$ cat src/rtl/vga_sprite_overlay_if.sv
// Sprite position request channel: the requester (master) offers pos_x/pos_y
// qualified by pos_valid; the overlay (slave) answers with pos_ready.
interface vga_sprite_overlay_if;
    logic [9:0] pos_x;
    logic [9:0] pos_y;
    logic       pos_valid;
    logic       pos_ready;

    modport master (output pos_x, output pos_y, output pos_valid, input pos_ready);
    modport slave  (input pos_x, input pos_y, input pos_valid, output pos_ready);
endinterface

$ cat src/rtl/vga_sprite_overlay.sv
// Three-stage sprite overlay for a VGA pixel stream with frame-synchronous position update.
// Optional macro SPRITE_SCALE2_EN doubles the footprint to 64x64 (2x2 pixels per texel).
module vga_sprite_overlay #(
    parameter int          SPR_W     = 32,
    parameter logic [11:0] KEY_COLOR = 12'hF0F
) (
    input  logic                       pclk,
    input  logic                       reset,
    input  logic [9:0]                 h_cnt,
    input  logic [9:0]                 v_cnt,
    input  logic                       valid_in,
    input  logic                       hsync_in,
    input  logic                       vsync_in,
    vga_sprite_overlay_if.slave        pos,
    input  logic [11:0]                bg_color,
    output logic [9:0]                 rom_addr,
    input  logic [11:0]                rom_data,
    output logic [11:0]                rgb,
    output logic                       hsync_out,
    output logic                       vsync_out,
    output logic                       upd_state
);

`ifdef SPRITE_SCALE2_EN
    localparam int SPR = 2 * SPR_W;
`else
    localparam int SPR = SPR_W;
`endif
    localparam logic [10:0] SPR11 = 11'(SPR);

    // Handshake: a request transfers on a cycle where pos_valid && pos_ready.
    // pos_ready is low while an accepted position waits for the next vsync rising edge.
    typedef enum logic {UPD_IDLE = 1'b0, UPD_PENDING = 1'b1} upd_e;

    upd_e       state_q, state_d;
    logic [9:0] act_x, act_y, shd_x, shd_y;
    logic       vs_prev;
    logic       vs_rise;
    logic       accept, commit;

    assign vs_rise = vsync_in && !vs_prev;

    always_ff @(posedge pclk) begin
        if (reset) state_q <= UPD_IDLE;
        else       state_q <= state_d;
    end

    always_comb begin
        state_d = state_q;
        case (state_q)
            UPD_IDLE:    if (pos.pos_valid) state_d = UPD_PENDING;
            UPD_PENDING: if (vs_rise)       state_d = UPD_IDLE;
            default:                        state_d = UPD_IDLE;
        endcase
    end

    always_comb begin
        pos.pos_ready = (state_q == UPD_IDLE);
        upd_state     = (state_q == UPD_PENDING);
        accept        = pos.pos_valid && (state_q == UPD_IDLE);
        commit        = vs_rise && (state_q == UPD_PENDING);
    end

    // Active position only moves at end of vsync so a frame never tears.
    always_ff @(posedge pclk) begin
        if (reset) begin
            act_x   <= '0;
            act_y   <= '0;
            shd_x   <= '0;
            shd_y   <= '0;
            vs_prev <= 1'b1;
        end else begin
            vs_prev <= vsync_in;
            if (accept) begin
                shd_x <= pos.pos_x;
                shd_y <= pos.pos_y;
            end
            if (commit) begin
                act_x <= shd_x;
                act_y <= shd_y;
            end
        end
    end

    // 11-bit compares keep a sprite near the right/bottom edge from wrapping to 0.
    logic       hit;
    logic [4:0] tex_x, tex_y;

    assign hit = valid_in
              && ({1'b0, h_cnt} >= {1'b0, act_x}) && ({1'b0, h_cnt} < ({1'b0, act_x} + SPR11))
              && ({1'b0, v_cnt} >= {1'b0, act_y}) && ({1'b0, v_cnt} < ({1'b0, act_y} + SPR11));

`ifdef SPRITE_SCALE2_EN
    assign tex_x = 5'((h_cnt[5:0] - act_x[5:0]) >> 1);
    assign tex_y = 5'((v_cnt[5:0] - act_y[5:0]) >> 1);
`else
    assign tex_x = h_cnt[4:0] - act_x[4:0];
    assign tex_y = v_cnt[4:0] - act_y[4:0];
`endif

    logic        hit1, val1, hs1, vs1;
    logic        hit2, val2, hs2, vs2;
    logic [11:0] pix_d;

    always_comb begin
        pix_d = bg_color;
        if (!val2)                              pix_d = 12'h000;
        else if (hit2 && rom_data != KEY_COLOR) pix_d = rom_data;
    end

    always_ff @(posedge pclk) begin
        if (reset) begin
            rom_addr  <= '0;
            hit1      <= 1'b0;
            val1      <= 1'b0;
            hs1       <= 1'b1;
            vs1       <= 1'b1;
            hit2      <= 1'b0;
            val2      <= 1'b0;
            hs2       <= 1'b1;
            vs2       <= 1'b1;
            rgb       <= '0;
            hsync_out <= 1'b1;
            vsync_out <= 1'b1;
        end else begin
            if (hit) rom_addr <= {tex_y, tex_x};
            hit1      <= hit;
            val1      <= valid_in;
            hs1       <= hsync_in;
            vs1       <= vsync_in;
            // rom_data for the stage-1 address is valid while stage 2 holds its flags
            hit2      <= hit1;
            val2      <= val1;
            hs2       <= hs1;
            vs2       <= vs1;
            rgb       <= pix_d;
            hsync_out <= hs2;
            vsync_out <= vs2;
        end
    end

endmodule

$ cat src/flat_wrapper.sv
// flat-port wrapper written by rule: the top's interface ports become plain ports
module vga_sprite_overlay_flat 
#(
    parameter int          SPR_W     = 32,
    parameter logic [11:0] KEY_COLOR = 12'hF0F
)
  (pclk, reset, h_cnt, v_cnt, valid_in, hsync_in, vsync_in, bg_color, rom_addr, rom_data, rgb, hsync_out, vsync_out, upd_state, pos_pos_x, pos_pos_y, pos_pos_valid, pos_pos_ready);
  vga_sprite_overlay_if pos_i ();
  input  logic pclk;
  input  logic reset;
  input  logic [9:0] h_cnt;
  input  logic [9:0] v_cnt;
  input  logic valid_in;
  input  logic hsync_in;
  input  logic vsync_in;
  input  logic [11:0] bg_color;
  output logic [9:0] rom_addr;
  input  logic [11:0] rom_data;
  output logic [11:0] rgb;
  output logic hsync_out;
  output logic vsync_out;
  output logic upd_state;
  input wire logic [$bits(pos_i.pos_x)-1:0] pos_pos_x;
  input wire logic [$bits(pos_i.pos_y)-1:0] pos_pos_y;
  input wire logic [$bits(pos_i.pos_valid)-1:0] pos_pos_valid;
  output wire logic [$bits(pos_i.pos_ready)-1:0] pos_pos_ready;
  assign pos_i.pos_x = pos_pos_x;
  assign pos_i.pos_y = pos_pos_y;
  assign pos_i.pos_valid = pos_pos_valid;
  assign pos_pos_ready = pos_i.pos_ready;
  vga_sprite_overlay #(.SPR_W(SPR_W), .KEY_COLOR(KEY_COLOR)) u_core (.pclk(pclk), .reset(reset), .h_cnt(h_cnt), .v_cnt(v_cnt), .valid_in(valid_in), .hsync_in(hsync_in), .vsync_in(vsync_in), .pos(pos_i), .bg_color(bg_color), .rom_addr(rom_addr), .rom_data(rom_data), .rgb(rgb), .hsync_out(hsync_out), .vsync_out(vsync_out), .upd_state(upd_state));
endmodule
$ cat config.mk
export PLATFORM = sky130hd
export DESIGN_NAME = vga_sprite_overlay_flat
export DESIGN_NICKNAME = d
export VERILOG_FILES = /design/src/rtl/vga_sprite_overlay_if.sv /design/src/rtl/vga_sprite_overlay.sv /design/src/flat_wrapper.sv
export SDC_FILE = /design/constraint.sdc
export NUM_CORES = 1
export LEC_CHECK = 0
export ABC_CLOCK_PERIOD_IN_PS = 2140
export CORE_MARGIN = 2
export CORE_UTILIZATION = 44
export DETAILED_ROUTE_END_ITERATION = 10
export GPL_TIMING_DRIVEN = 0
export PLACE_DENSITY_LB_ADDON = 0.25
export SLEW_MARGIN = 20
export SYNTH_ARGS = -nofsm -noshare
export SYNTH_HDL_FRONTEND = slang
export SYNTH_SLANG_ARGS = --single-unit
$ cat constraint.sdc
create_clock -name pclk -period 2.14 [get_ports pclk]
set_input_delay 0.214 -clock pclk [delete_from_list [all_inputs] [get_ports pclk]]
set_output_delay 0.214 -clock pclk [all_outputs]
set_load 0.01 [all_outputs]
==> impl_metrics.yaml, run 1 <==
synthesis:
  ys_types: 43
  synthXorXnorAreaFrac_pct: 2.671
  synthFlopType: "dfxtp_1"
  yosysWarningCount: 0
  syn_nets: 522
  synth.area.mux_share_pct: 4.856
  synth_compound_area_share_pct: 14.67
  synth_adder_area_share_pct: 12.21
  syn_area_per_cell_sq_um: 8.630
  synth_seq_area_share_pct: 40.51
  synthArstFlopShare_pct: 0
  syn_area_sq_um: 3607
  synth_top_family_by_area: "simple AND/OR/NAND/NOR gates"
  ys_ff_latch: 73
  synth_edf_count: 0
  synth-simple-area-share_pct: 20.33
  synthCells: 418
place:
  placed_area_sq_um: 4728
  io_buffers: 95
  hpwlAfterDp_mm: 6.407
  gp_congestion: 0.8247
worst_hold_path:
  worstHoldEndpoint: "u_core.shd_y[2]$_SDFFE_PP0P_"
  hp-class: "input port to flip-flop"
  hold_depth: 3
  holdCritStartpoint: "pos_pos_y[2]"
pwr:
  ir_worst_vdd_v: 0.0003156
  cellLeakagePower_nw: 1.942
  powerDensity_nw_per_um2: 588.1
floorplan:
  rows: 33
  die_w_um: 94.55
  pin_count: 96
  core_sq_um: 8093
  die-height_um: 94.55
  die_area_sq_um: 8939
  initial_core_util_pct: 44.57
final_layout:
  layout-drive-gt1-share_pct: 13.73
  antenna_cells: 0
  final_cell_mix: "94 x clkdlybuf4s50_1, 91 x nand2_1, 65 x dfxtp_1"
  final-seq-area_sq_um: 1479
  syn2layout_area_growth_pct: 43.11
  design_area_sq_um: 5162
  fill_cells: 704
  layout_commonest_cell: "clkdlybuf4s50_1"
  finalNetCount: 638
  multiInputGateArea_sq_um: 2121
sta:
  fin_ws_ns: -0.2310
  maxSlewViolCount: 0
  finalHoldViolCount: 0
  min_period_over_period_pct: 110.8
  tightestPinTransition_ns: 0.5754
  rsz0062_at_grt: "true"
  fin_skew_ns: 0.008978
  fmax_mhz: 421.8
  relSlewSlack_pct: 61.64
  setup_viol: 10
  fin_setup_tns_ns: -1.755
  fin_crit_ns: 2.371
critical_path:
  path_class: "flip-flop to flip-flop"
  path_buf_inv: 0
  path_delay_family: "compound AO/OA/AOI/OAI gates"
  r2r-start: "u_core.act_x[6]$_SDFFE_PP0P_"
  cp.required_ns: 2.36
  worst-path-max-fanout: 6
  critPathArrivalTime_ns: 2.59
  r2r_end: "u_core.rom_addr[8]$_SDFFE_PP0P_"
  crit_cells: 9
  crit_path_top_delay_cell: "dfxtp_4"
  start_kind: "flip-flop"
  cpPeakStageDelay_ns: 0.36
  path_cells: "and3_4, xnor2_2, ha_1, a21o_1, a21oi_2, o221ai_2, a211oi_4, nand4_4, mux2_4"
  reg2reg_depth: 9
  r2r_slack_ns: -0.23
  crit_path_end_kind: "flip-flop"
status:
  status: "complete, but fails checks"
  violations: "negative setup slack"
global_route:
  grt_pass1_vias: 3056
  grt-ovfl-total: 0
  antenna_found_initial: 0
  track_usage_pct: 19.16
  grt_max_degree: 14
  grt_first_pass_wirelength_mm: 13.55
route:
  route.antenna.remaining_nets: 0
  dr.pass1.iters: 4
  drtIter0Drc: 75
  viasPerCell: 4.908
  routed_wl_mm: 8.287
  route.detailed.drc: 0
  wl_per_cell_um: 12.87
  vias: 3161
cts:
  root_buffer: "clkbuf_8"
  insertion_delay_ns: 0.33
  cts.htree.levels: 3
  cts_hold_buf: 0
  cts_buffers: 9
  cts_tree: "yes"
  clk_pin_slew_ns: 0.08
  clock-sinks: 73
  clk_path_buf_depth: 2
flow_run:
  cap_violations: 0
==> through the flow <==
step / power [W] / util (%) / std cells / hold WS (ns) / worst slack, ns
2_1_floorplan: 0.001641 / - / 418 / 0.3178 / -0.1353
3_3_place_gp: 0.001842 / 58.43 / 618 / 0.3929 / -0.7601
3_5_place_dp: 0.001850 / 58.43 / 618 / 0.4042 / -0.7938
4_1_cts: 0.003061 / 63.61 / 644 / 0.4084 / -0.2051
5_1_grt: 0.003165 / 63.79 / 644 / 0.4200 / -0.3077
6_report: 0.003036 / 63.79 / 644 / 0.4221 / -0.2310
==> registers in the layout (all words and copies together), names as in the netlist, 10 cells and up <==
name / flops
u_core.shd_y: 10
u_core.rom_addr: 10
u_core.shd_x: 10
u_core.act_x: 10
u_core.rgb: 12
u_core.act_y: 10
==> report_power, final <==
group	switching [W]	total, W	internal [W]
Combinational	0.000189	0.000428	0.000239
Clock	0.000504	0.00120	0.000692
Sequential	0.0000191	0.00141	0.00139
==> final cells by class <==
type / count / area share (%)
repair buffers: 105 / 19.85
well taps: 105 / 2.545
plain buffers: 18 / 1.478
inverters: 27 / 1.963
clock inverters: 6 / 1.769
multi-input cells: 300 / 41.08
clock buffers: 10 / 2.666
flip-flops and latches: 73 / 28.65
==> Yosys cell counts, types with 5 or more instances <==
cell type / count / area [sq um]
mux2_4: 5 / 75.07
dfxtp_1: 73 / 1461
ha_1: 32 / 400.4
inv_1: 27 / 101.4
mux2i_1: 10 / 100.1
nor2_1: 21 / 78.83
clkbuf_1: 13 / 48.80
nor2b_1: 11 / 68.82
nand2_1: 91 / 341.6
a21oi_1: 52 / 260.3
nand3_1: 8 / 40.04
xnor2_1: 10 / 87.58
or2_2: 6 / 37.54
==> tightest hold or removal path, delay by kind of cell <==
family          cells  cell delay [ns]
compound gates      1             0.05
buf+inv             1             0.39
simple gates        1             0.06
==> cell families (layout without fill, tap and decap cells) <==
logic type / Yosys count / in the layout
flip-flops: 73 / 73
buffers and inverters: 45 / 166
adder cells (fa/ha/maj): 34 / 34
AND/OR/NAND/NOR: 158 / 158
multiplexers: 15 / 15
AO/OA/AOI/OAI: 82 / 82
XOR/XNOR: 11 / 11
==> timing repair <==
action / in CTS / in global routing
buffers inserted: 10 / 0
gates resized for setup: 25 / 5
pin swaps: 13 / 5
endpoints found under the setup margin: 11 / 11
==> routing by layer <==
layer / track usage [%] / vias up / wire length [um]
met5: 0 / - / 0
met4: 6.159 / 0 / 53
met3: 3.831 / 4 / 479
met2: 34.58 / 82 / 4067
met1: 22.76 / 1429 / 3687
li1: - / 1646 / -
==> worst max path at each step <==
stage | from | endpoint | slack (ns)
floorplan | u_core.act_x[7]$_SDFFE_PP0P_ | u_core.rom_addr[3]$_SDFFE_PP0P_ | -0.14
global placement | v_cnt[0] | u_core.rom_addr[7]$_SDFFE_PP0P_ | -0.76
detailed placement | v_cnt[0] | u_core.rom_addr[8]$_SDFFE_PP0P_ | -0.79
CTS | u_core.act_x[6]$_SDFFE_PP0P_ | u_core.rom_addr[8]$_SDFFE_PP0P_ | -0.21
global route | u_core.act_x[6]$_SDFFE_PP0P_ | u_core.rom_addr[8]$_SDFFE_PP0P_ | -0.31
finish | u_core.act_x[6]$_SDFFE_PP0P_ | u_core.rom_addr[8]$_SDFFE_PP0P_ | -0.23
Power figures use the tool's default switching activity.
==> run 2, diff against run 1 <==
--- a/config.mk
+++ b/config.mk
@@ -5,9 +5,9 @@
 export SDC_FILE = /design/constraint.sdc
 export NUM_CORES = 1
 export LEC_CHECK = 0
-export ABC_CLOCK_PERIOD_IN_PS = 2140
-export CORE_MARGIN = 2
-export CORE_UTILIZATION = 44
+export ABC_CLOCK_PERIOD_IN_PS = 2500
+export CORE_MARGIN = 1.5
+export CORE_UTILIZATION = 49
 export DETAILED_ROUTE_END_ITERATION = 10
 export GPL_TIMING_DRIVEN = 0
 export PLACE_DENSITY_LB_ADDON = 0.25
==> constraint.sdc (replaced) <==
create_clock -name pclk -period 2.5 [get_ports pclk]
set_input_delay 0.25 -clock pclk [delete_from_list [all_inputs] [get_ports pclk]]
set_output_delay 0.25 -clock pclk [all_outputs]
set_load 0.01 [all_outputs]
==> run 2 against run 1 <==
  * The run now ends clean
  * Register-to-register slack better by 0.32 ns
  * Power shrank 15%
  * Via count unchanged
  * Hold slack got worse by 0.0087 ns
  * Clock-buffer cell count stayed put
  * Cell area decreased by 2.5%
  * Clock power down 17%
  * Utilization is 6.3 points higher
==> impl_metrics.yaml, run 2 (synthesis gave the netlist of run 1 again) <==
final_layout:
  layout_commonest_cell: "clkdlybuf4s50_1"
  largest-register: "u_core.rgb"
  post-route-util_pct: 70.11
  antenna_cells: 0
  finalNetCount: 634
  largest_reg_flops: 12
  layout-drive-gt1-share_pct: 10.11
  final_cell_mix: "95 x clkdlybuf4s50_1, 91 x nand2_1, 69 x dfxtp_1"
  design_area_sq_um: 5031
  syn2layout_area_growth_pct: 39.47
sta:
  setup_viol: 0
  tightestPinTransition_ns: 0.5001
  relSlewSlack_pct: 66.37
  fin_skew_ns: 0.006672
  fin_crit_ns: 2.442
  fmax_mhz: 409.5
  min_period_over_period_pct: 97.67
  maxSlewViolCount: 0
  finalHoldViolCount: 0
global_route:
  track_usage_pct: 21.31
  grt_first_pass_wirelength_mm: 12.72
  grt_max_degree: 13
  antenna_found_initial: 0
  grt-ovfl-total: 0
  grt_pass1_vias: 2884
cts:
  cts.htree.levels: 3
  clk_path_buf_depth: 2
  cts_tree: "yes"
  root_buffer: "clkbuf_8"
  insertion_delay_ns: 0.35
  cts_buffers: 9
  clock-sinks: 73
  clk_pin_slew_ns: 0.07
place:
  gp_congestion: 0.8909
  io_buffers: 95
  hpwlAfterDp_mm: 6.574
  placed_area_sq_um: 4682
critical_path:
  reg2reg_depth: 8
  cp.required_ns: 2.73
  critPathArrivalTime_ns: 2.68
  r2r-start: "u_core.act_x[1]$_SDFFE_PP0P_"
  worst-path-max-fanout: 6
  r2r_slack_ns: 0.09
  start_kind: "input port"
  r2r_end: "u_core.rom_addr[8]$_SDFFE_PP0P_"
  path_class: "input port to flip-flop"
  crit_path_end_kind: "flip-flop"
floorplan:
  die_area_sq_um: 7885
  pin_count: 96
  core_sq_um: 7176
  rows: 31
  die_w_um: 88.80
  die-height_um: 88.80
  initial_core_util_pct: 50.27
route:
  route.detailed.drc: 0
  routed_wl_mm: 8.489
  dr.pass1.iters: 4
  viasPerCell: 4.994
  route.antenna.remaining_nets: 0
  wl_per_cell_um: 13.41
  vias: 3161
  drtIter0Drc: 97
worst_hold_path:
  hold_depth: 1
  worstHoldEndpoint: "u_core.hs2$_SDFF_PP1_"
  hp-class: "flip-flop to flip-flop"
  holdCritStartpoint: "u_core.hs1$_SDFF_PP1_"
flow_run:
  cap_violations: 0
pwr:
  cellLeakagePower_nw: 1.906
  powerDensity_nw_per_um2: 512.4
  ir_worst_vdd_v: 0.0003225
status:
  status: "complete, no violations"
==> run 2: cell count changes in the layout (fill, tap and decap cells not counted), moves of 3 or more <==
| cell | before | now |
|---|---|---|
| ha_1 | 26 | 30 |
| a211oi_2 | 4 | 0 |
| dfxtp_1 | 65 | 69 |
| clkinv_4 | 3 | 0 |
| a211oi_1 | 0 | 4 |
| ha_4 | 4 | 0 |
| buf_4 | 10 | 6 |
==> run 2: metrics by stage <==
stage	instances	power (W)	setup WS (ns)	setup TNS [ns]	hold slack, ns
2_1_floorplan	418	0.001401	0.1831	0	0.3538
5_1_grt	633	0.002678	-0.006688	-0.01902	0.4203
3_3_place_gp	612	0.001569	-0.5251	-4.967	0.3933
3_5_place_dp	612	0.001580	-0.5543	-5.297	0.3984
6_report	633	0.002578	0.05828	0	0.4134
4_1_cts	631	0.002579	0.01831	0	0.4148
==> run 2: report_power, final <==
group          switching (W)  internal, W  leakage (nW)
registers          0.0000165      0.00119         0.596
logic               0.000162     0.000201          1.21
clock network       0.000423     0.000581         0.104
==> run 2: how the worst max path moves through the flow <==
stage	start	end	slack, ns	cells past startpoint
detailed placement	v_cnt[0]	u_core.rom_addr[8]$_SDFFE_PP0P_	-0.55	10
CTS	u_core.act_y[1]$_SDFFE_PP0P_	u_core.rom_addr[8]$_SDFFE_PP0P_	0.02	8
finish	h_cnt[0]	u_core.rom_addr[8]$_SDFFE_PP0P_	0.06	11
floorplan	u_core.act_y[0]$_SDFFE_PP0P_	u_core.rom_addr[3]$_SDFFE_PP0P_	0.18	8
global route	u_core.act_x[5]$_SDFFE_PP0P_	u_core.rom_addr[3]$_SDFFE_PP0P_	-0.007	9
global placement	v_cnt[0]	u_core.rom_addr[7]$_SDFFE_PP0P_	-0.53	10
==> run 2: worst max-delay path: stages <==
cell             delay (ns)
clkdlybuf4s50_1        0.46
inv_1                  0.04
ha_2                   0.19
inv_2                  0.06
fa_2                   0.22
nand3_4                0.11
a311oi_4               0.36
a2111oi_4              0.07
a211oi_4               0.31
nand4_4                0.25
mux2_4                 0.35
==> run 2: layer usage <==
layer,track usage [%],share of wire [%],vias up
met2,37.74,48,103
li1,-,-,1642
met3,4.851,6.0,18
met1,24.11,44,1398
met4,10.23,2.2,0
met5,0,0,-
==> run 2: timing repair <==
item | in CTS | in global routing
resized for setup | 3 | 16
pin swaps | 3 | 8
setup buffers | 4 | 2
hold buffers | 0 | 0
endpoints found under the setup margin | 10 | 10
==> run 2: area by class of cell <==
class,instances,area (sq um)
fillers,555,2145
multi-input cells,300,2053
flip-flops and latches,73,1469
repair buffers,101,996.0
clock buffers,10,137.6
well taps,99,123.9
inverters,27,101.3
clock inverters,5,80.08
plain buffers,18,70.07
==> run 3, diff against run 2 <==
--- a/config.mk
+++ b/config.mk
@@ -5,10 +5,13 @@
 export SDC_FILE = /design/constraint.sdc
 export NUM_CORES = 1
 export LEC_CHECK = 0
+export ABC_AREA = 1
 export ABC_CLOCK_PERIOD_IN_PS = 2500
+export CAP_MARGIN = 20
 export CORE_MARGIN = 1.5
-export CORE_UTILIZATION = 49
+export CORE_UTILIZATION = 63
 export DETAILED_ROUTE_END_ITERATION = 10
+export DONT_BUFFER_PORTS = 1
 export GPL_TIMING_DRIVEN = 0
 export PLACE_DENSITY_LB_ADDON = 0.25
 export SLEW_MARGIN = 20
==> run 3 against run 2 <==
  * Cell area fell by 22%
  * Clock-buffer cell count grew 3
  * Sequential share of layout area grew 8.0 points
  * Combinational power shrank 18%
==> impl_metrics.yaml, run 3 <==
final_layout:
  finalNetCount: 596
  largest_reg_flops: 12
  fill_cells: 477
  antenna_cells: 0
  layout_commonest_cell: "nor2_1"
  layout-drive-gt1-share_pct: 7.243
  syn2layout_area_growth_pct: 7.637
  largest-register: "u_core.rgb"
  multiInputGateArea_sq_um: 1897
  design_area_sq_um: 3933
  final-seq-area_sq_um: 1461
  final_cell_mix: "91 x nor2_1, 73 x dfxtp_1, 56 x nand2_1"
floorplan:
  core_sq_um: 5540
  initial_core_util_pct: 65.94
  pin_count: 96
  rows: 27
  die-height_um: 79.15
  die_w_um: 79.15
  die_area_sq_um: 6265
pwr:
  seqPwrFrac_pct: 51.1
  switchingPower_w: 0.0006142
  comb_power_share_pct: 12.2
  switching_share_pct: 25.26
  powerDensity_nw_per_um2: 618.4
  ir_worst_vdd_v: 0.0004273
  clkPwrFrac_pct: 36.6
  internal-power_w: 0.001818
  cellLeakagePower_nw: 1.689
synthesis:
  syn_area_sq_um: 3654
  synth_commonest_cells: "91 x nor2_1, 73 x dfxtp_1, 56 x nand2_1, 53 x o21ai_0, 48 x inv_1"
  ys_ff_latch: 73
  synthArstFlopShare_pct: 0
  synth_edf_count: 0
  synthFlopType: "dfxtp_1"
  synth_seq_area_share_pct: 40.00
  yosysMostFrequentCell: "nor2_1"
  ys_types: 33
  synth_top_area_share_pct: 40.00
  syn_nets: 585
  yosysWarningCount: 0
  synthCells: 481
  synth_top_area_cell: "dfxtp_1"
  synth_area_leaders: "dfxtp_1 40%, ha_1 11%, nor2_1 9.3%"
  syn_area_per_cell_sq_um: 7.596
worst_hold_path:
  holdCritStartpoint: "hsync_in"
  hold_depth: 1
  worstHoldEndpoint: "u_core.hs1$_SDFF_PP1_"
  hp-class: "input port to flip-flop"
critical_path:
  crit_path_frequent_cell: "nand2_1"
  crit_path_end_kind: "flip-flop"
  cp.required_ns: 2.74
  cpPeakStageDelay_ns: 0.40
  path_class: "flip-flop to flip-flop"
  start_kind: "flip-flop"
  worst-path-max-fanout: 10
  crit_start: "u_core.act_x[5]$_SDFFE_PP0P_"
  r2r_slack_ns: 0.36
  r2r_end: "u_core.rom_addr[5]$_SDFFE_PP0P_"
  r2r-start: "u_core.act_x[5]$_SDFFE_PP0P_"
  critPathArrivalTime_ns: 2.37
  crit_path_top_delay_cell: "dfxtp_1"
  path_cells: "ha_1, nand3_1, xor2_1, ha_1, nand2_1, nand2_1, a21oi_2, nand3_2, nor2_4, buf_6, nand3_1, nand2_1, nor2_1"
  reg2reg_depth: 13
global_route:
  track_usage_pct: 25.57
  met1_usage_pct: 29.82
  met2_usage_pct: 44.36
  grt-busiest-layer: "met2"
  grt_pass1_vias: 2948
  antenna_found_initial: 0
  grt_max_degree: 12
  grt_first_pass_wirelength_mm: 12.54
  grt-ovfl-total: 0
  grt_util_met3_pct: 6.322
cts:
  insertion_delay_ns: 0.35
  clock-sinks: 73
  cts.htree.levels: 3
  cts_tree: "yes"
  root_buffer: "clkbuf_8"
  clk_path_buf_depth: 2
  cts_hold_buf: 0
  clk_pin_slew_ns: 0.07
  cts_setup_buffers: 0
  ctsResizeCount: 0
  cts_buffers: 9
sta:
  min_period_over_period_pct: 85.49
  relSlewSlack_pct: 59.67
  fin_skew_ns: 0.008970
  maxSlewViolCount: 0
  fin_ws_ns: 0.3627
  finalHoldViolCount: 0
  rsz0062_at_grt: "false"
  fmax_mhz: 467.9
  setup_viol: 0
  fin_crit_ns: 2.137
  tightestPinTransition_ns: 0.6004
  holdWs_ns: 0.009216
  fin_setup_tns_ns: 0
flow_run:
  cap_violations: 0
route:
  route.detailed.drc: 0
  viasPerCell: 5.320
  drtIter0Drc: 116
  dr.pass1.iters: 6
  vias: 3027
  routed_wl_mm: 7.457
  wl_per_cell_um: 13.11
  route.antenna.remaining_nets: 0
place:
  gp_congestion: 0.8427
  place_ws_ns: 0.3870
  io_buffers: 0
  placed_area_sq_um: 3744
  hpwlAfterDp_mm: 5.926
status:
  status: "complete, no violations"
-- run 3: per-stage QoR --
stage	total power [W]	utilization [%]	instances
global placement	0.001555	67.57	553
CTS	0.002442	70.98	569
detailed placement	0.001566	67.57	553
floorplan	0.001505	-	481
finish	0.002432	70.98	569
global route	0.002547	70.98	569
-- run 3: layout make-up --
| type | count | area share (%) |
|---|---|---|
| clock buffer | 13 | 3.786 |
| inverter | 50 | 4.773 |
| buffer | 20 | 2.736 |
| multi-input combinational | 338 | 48.23 |
| tap | 72 | 2.291 |
| sequential | 73 | 37.16 |
| clock inverter | 3 | 1.018 |
-- run 3: layer usage --
layer | vias to the layer above | routed length, um | part of all wire, %
li1 | 1583 | - | -
met1 | 1324 | 3157 | 42
met2 | 109 | 3566 | 48
met3 | 11 | 602 | 8.1
met4 | 0 | 130 | 1.7
met5 | - | 0 | 0
-- run 3: worst max path at each step --
stage | end | slack [ns]
2_1_floorplan | u_core.rom_addr[2]$_SDFFE_PP0P_ | 0.59
6_report | u_core.rom_addr[5]$_SDFFE_PP0P_ | 0.36
4_1_cts | u_core.rom_addr[5]$_SDFFE_PP0P_ | 0.33
3_5_place_dp | u_core.rom_addr[7]$_SDFFE_PP0P_ | 0.39
5_1_grt | u_core.rom_addr[8]$_SDFFE_PP0P_ | 0.19
3_3_place_gp | u_core.rom_addr[8]$_SDFFE_PP0P_ | 0.45
-- run 3: critical path: cells and delay by family (launching register included) --
kind                       cells  cell delay (ns)
buffers and inverters          1             0.14
and+or+nand+nor                8             0.66
AOI/OAI and AO/OA              1             0.16
DFF                            1             0.40
adders and majority gates      2             0.50
xor gates and xnor gates       1             0.16
-- run 3: logic make-up (layout without fill, tap and decap cells) --
| logic type | after synthesis | count (layout) | share of synthesized area (%) |
|---|---|---|---|
| buffers and inverters | 70 | 86 | 8.082 |
| adder cells (fa/ha/maj) | 34 | 34 | 12.05 |
| flip-flops | 73 | 73 | 40.00 |
| AO/OA/AOI/OAI | 99 | 99 | 13.90 |
| AND/OR/NAND/NOR | 193 | 193 | 23.08 |
| XOR/XNOR | 12 | 12 | 2.877 |
-- run 3: power groups by stage --
stage / sequential, W / combinational (W) / clock [W]
after floorplan: 0.00126 / 0.000242 / 0
after global placement: 0.00127 / 0.000286 / 0
after detailed placement: 0.00127 / 0.000296 / 0
after CTS: 0.00124 / 0.000299 / 0.000899
after global routing: 0.00125 / 0.000349 / 0.000950
final: 0.00124 / 0.000298 / 0.000890
